File: config.mk
export PLATFORM = sky130hd
export DESIGN_NAME = mp_addsub_seq
export DESIGN_NICKNAME = d
export VERILOG_FILES = /design/src/rtl/mp_addsub_seq.sv
export SDC_FILE = /design/constraint.sdc
export NUM_CORES = 1
export LEC_CHECK = 0
export CORE_MARGIN = 3
export CORE_UTILIZATION = 32
export DETAILED_ROUTE_END_ITERATION = 16
export GPL_ROUTABILITY_DRIVEN = 0
export PLACE_DENSITY = 0.66
export SLEW_MARGIN = 20
export SYNTH_ARGS = -nofsm -noshare
export SYNTH_HDL_FRONTEND = slang
export SYNTH_SLANG_ARGS = --single-unit
File: constraint.sdc
create_clock -name clk -period 4.9 [get_ports clk]
set_input_delay 0.98 -clock clk [delete_from_list [all_inputs] [get_ports clk]]
set_output_delay 0.98 -clock clk [all_outputs]
set_load 0.05 [all_outputs]
File: src/rtl/mp_addsub_seq.sv
// Multi-precision add/subtract sequencer: one shared 32-bit adder processes
// one word per clock, LSW first, with the carry chained through a register.

module cls_32bit (
  input  logic [31:0] a,
  input  logic [31:0] b,
  input  logic        cin,
  output logic [31:0] sum,
  output logic        cout
);
  logic [16:0] lo_s;
  logic [16:0] hi0_s;
  logic [16:0] hi1_s;

  // Carry-select: both upper-half results are ready before the lower carry.
  always_comb begin
    lo_s  = {1'b0, a[15:0]} + {1'b0, b[15:0]} + {16'd0, cin};
    hi0_s = {1'b0, a[31:16]} + {1'b0, b[31:16]};
    hi1_s = {1'b0, a[31:16]} + {1'b0, b[31:16]} + 17'd1;
    if (lo_s[16]) begin
      sum  = {hi1_s[15:0], lo_s[15:0]};
      cout = hi1_s[16];
    end else begin
      sum  = {hi0_s[15:0], lo_s[15:0]};
      cout = hi0_s[16];
    end
  end
endmodule

module mp_addsub_seq #(
  parameter int WORDS = 4
) (
  input  logic                clk,
  input  logic                rst_n,
  input  logic                start,
  input  logic                op,
  input  logic [32*WORDS-1:0] a,
  input  logic [32*WORDS-1:0] b,
  output logic [32*WORDS-1:0] result,
  output logic                carry_out,
  output logic                overflow,
  output logic                busy,
  output logic                done
);
  localparam int IW = (WORDS > 1) ? $clog2(WORDS) : 1;

  typedef enum logic [1:0] {IDLE = 2'd0, RUN = 2'd1, DONE = 2'd2} state_t;

  state_t                   state_r, state_n;
  logic [IW-1:0]            idx_r;
  logic                     carry_r;
  logic                     op_r;
  logic [WORDS-1:0][31:0]   a_r;
  logic [WORDS-1:0][31:0]   b_r;
  logic [WORDS-1:0][31:0]   result_r;
  logic                     carry_out_r;
  logic                     overflow_r;
  logic                     busy_r;
  logic                     done_r;

  logic [31:0]              a_word_s;
  logic [31:0]              b_word_s;
  logic [31:0]              sum_s;
  logic                     cout_s;
  logic                     last_s;

  // Subtraction is A + ~B + 1; the +1 enters through the preloaded carry.
  always_comb begin
    a_word_s = a_r[idx_r];
    b_word_s = b_r[idx_r] ^ {32{op_r}};
    last_s   = (idx_r == IW'(WORDS - 1));
  end

  cls_32bit u_adder (
    .a    (a_word_s),
    .b    (b_word_s),
    .cin  (carry_r),
    .sum  (sum_s),
    .cout (cout_s)
  );

  // Next-state logic.
  always_comb begin
    state_n = state_r;
    case (state_r)
      IDLE:    if (start) state_n = RUN;  else state_n = IDLE;
      RUN:     if (last_s) state_n = DONE; else state_n = RUN;
      DONE:    state_n = IDLE;
      default: state_n = IDLE;
    endcase
  end

  // State, datapath registers and registered outputs.
  always_ff @(posedge clk or negedge rst_n) begin
    if (!rst_n) begin
      state_r     <= IDLE;
      idx_r       <= '0;
      carry_r     <= 1'b0;
      op_r        <= 1'b0;
      a_r         <= '0;
      b_r         <= '0;
      result_r    <= '0;
      carry_out_r <= 1'b0;
      overflow_r  <= 1'b0;
      busy_r      <= 1'b0;
      done_r      <= 1'b0;
    end else begin
      state_r <= state_n;
      busy_r  <= (state_n != IDLE);
      done_r  <= (state_n == DONE);
      case (state_r)
        IDLE: begin
          if (start) begin
            a_r     <= a;
            b_r     <= b;
            op_r    <= op;
            carry_r <= op;
            idx_r   <= '0;
          end
        end
        RUN: begin
          result_r[idx_r] <= sum_s;
          carry_r         <= cout_s;
          if (last_s) begin
            carry_out_r <= cout_s;
            overflow_r  <= (a_word_s[31] == b_word_s[31]) && (sum_s[31] != a_word_s[31]);
            idx_r       <= '0;
          end else begin
            idx_r <= idx_r + IW'(1);
          end
        end
        DONE:    idx_r <= '0;
        default: idx_r <= '0;
      endcase
    end
  end

  assign result    = result_r;
  assign carry_out = carry_out_r;
  assign overflow  = overflow_r;
  assign busy      = busy_r;
  assign done      = done_r;
endmodule

==> out/summary.txt <==
Status -> completed
Distinct cell type count after synthesis -> 60
Synth top area share -> 0.5508
Period utilization -> 0.8905
Crit path capture type -> register
Num Clock Sinks -> 394
Clk buf depth -> 3
DP Worst Slack -> 501.4 ps
Register area share after synthesis -> 0.5508
# fillers -> 5023
Initial antenna violation count -> 18
Overall Global Routing Usage -> 0.1769
Worst Tran Pin Value -> 896.3 ps
Slew HR -> 0.4025
Critical Path Max Stage Delay -> 720 ps
Area growth, synth to finish -> 36.68%
# setup viols final -> 0
Data arrival time of the worst path -> 4780 ps
Top_reg_cell synth -> dfrtp_1
Min cycle time layout -> 4364 ps
Root Driver -> clkbuf_16
DPL Wire Length -> 39700 µm
Vias per inst -> 4.837
Initial Util -> 0.3243
Yosys top cell by area -> dfrtp_1
Fin nets -> 2032
IO buf count -> 391
Clock buffers created by TritonCTS -> 46
Clk_skew -> 17.47 ps
Largest net degree at the start of global routing -> 108
CP Class -> register to register
Synth Net Count -> 1642
Final count of hold timing violations -> 0
Most common cell in the netlist -> dfrtp_1
Die Footprint -> 0.05881 mm²
Crit path max-delay family -> simple AND/OR/NAND/NOR gates
CP Launch Type -> register
Setup TNS -> 0 ps
First-pass DRT Iterations -> 6
Synth cell count leaders -> dfrtp_1 (394), mux2_2 (260), nand2_1 (151), o21ai_0 (137), mux4_2 (64)
Max cap viols -> 0
Ys Warns -> 0
Fmax -> 229.2 MHz
First-pass GRT wire length -> 80040 µm
RSZ-0062 raised after global routing -> false
Synth Area per Inst -> 13.33 µm²
Die Height -> 242.5 µm
Crit path max-delay cell type -> dfrtp_4
TritonCTS clock tree -> done
Gr ovfl total -> 0
EDFF count, synth -> 0
Final Hold Slack -> 479.9 ps
Core area -> 0.05520 mm²
Worst-path fanout max -> 19
Crit-path cells -> buf_12 > mux4_2 > xnor2_1 > ha_1 > nand4_1 > nor3_1 > nor3_1 > a22oi_1 > a31oi_1 > xnor2_1 > nand4_2 > xor2_1 > o21ai_0
CP required -> 5310 ps
# rows -> 86
Asr flop ratio synth -> 1.000
DR DRC count -> 0
Synth area leaders -> dfrtp_1 (55%), mux2_2 (16%), mux4_2 (8.1%), o21ai_0 (3.8%), nand2_1 (3.2%)
Worst-path clk slew -> 60 ps
Ports -> 392
Routed length per instance -> 20.82 µm
Setup ws final -> 536.4 ps
Synth Instances -> 1343
Die X -> 242.5 µm
Postcts setup bufs -> 0
Post-CTS sizing -> 0
Vias -> 12200
H-tree Lvls -> 2
Final ANT Viol Nets -> 0
First DRT Iteration DRCs -> 550
Post-CTS Hold Fix Bufs -> 0
Fraction of layout cells with a size suffix above 1 -> 0.2558
Layout Utilization -> 0.4432
Max-slew violations -> 0
Post-Synthesis Cell Area -> 0.01790 mm²
Clock Latency Late Sink -> 570 ps
Seq cells post-synth -> 394
Crit path buf inv count -> 1
HP Class -> register to register
Vias in the first global route -> 12990
Final WL -> 52520 µm
[registers in the layout (all words and copies together), names as in the netlist]
| name | flops |
|---|---|
| a_r | 128 |
| b_r | 128 |
| busy | 1 |
| carry_out | 1 |
| carry_r | 1 |
| done | 1 |
| idx_r | 2 |
| op_r | 1 |
| overflow | 1 |
| result | 128 |
| state_r | 2 |
[layout by cell type (no fill, tap or decap), types with 13 or more instances in the layout]
cell	netlist	final
nand2_1	151	147
dfrtp_1	394	392
clkbuf_16	0	49
o21ai_0	137	137
mux4_2	64	64
mux2_2	260	260
clkdlybuf4s50_1	0	390
nor2_1	20	20
a21oi_1	21	21
inv_1	16	16
ha_1	36	36
xor2_1	22	22
xnor2_1	46	46
clkbuf_8	0	13
buf_4	0	15
[metrics by stage]
step / cell area [µm²] / std cells
floorplan: 17900 / 1343
global placement: 22810 / 2433
detailed placement: 22810 / 2433
CTS: 24450 / 2515
global route: 24450 / 2518
finish: 24470 / 2523
[routing by layer]
metal / track usage / vias to the layer above / share of wire
li1: - / 5622 / -
met5: 0 / - / 0.0022
met4: 0.04986 / 18 / 0.021
met2: 0.2690 / 347 / 0.45
met3: 0.04992 / 81 / 0.067
met1: 0.2477 / 6135 / 0.46
[tightest hold or removal path: stages, from the launching register on]
cell	delay, ps
dfrtp_1	340
nand2_1	50
o21ai_0	60
[final timing paths]
| kind | from | endpoint | slack [ps] | depth (start not counted) |
|---|---|---|---|---|
| max in group asynchronous | rst_n | result[99] | 3320 | 2 |
| worst min register to register | result[120] | result[120] | 480 | 2 |
| worst min-delay path | result[120] | result[120] | 480 | 2 |
| worst max register to register | idx_r[0] | result[95] | 540 | 13 |
| worst max-delay path | idx_r[0] | result[95] | 540 | 13 |
| min in group asynchronous | rst_n | b_r[93] | 520 | 1 |
[kinds of logic after synthesis]
| kind of cell | count (synthesis) | synth area share |
|---|---|---|
| AOI/OAI and AO/OA | 202 | 0.06543 |
| DFF | 394 | 0.5508 |
| and+or+nand+nor | 220 | 0.05417 |
| adders and majority gates | 39 | 0.02852 |
| xor gates and xnor gates | 71 | 0.03642 |
| buffers and inverters | 91 | 0.01943 |
| muxes | 326 | 0.2452 |
[layout make-up]
cell class	instances	area (µm²)	share of cell area
antenna	8	20.02	0.0008182
timing repair buffer	416	4232	0.1730
tap	748	935.9	0.03825
clock buffer	66	1420	0.05804
multi-input combinational	858	7707	0.3150
sequential	394	9867	0.4033
clock inverter	16	220.2	0.009001
inverter	17	63.81	0.002608
Power is not shown: default switching activity piles up to over one toggle a cycle in this logic, so the estimate is an artifact.
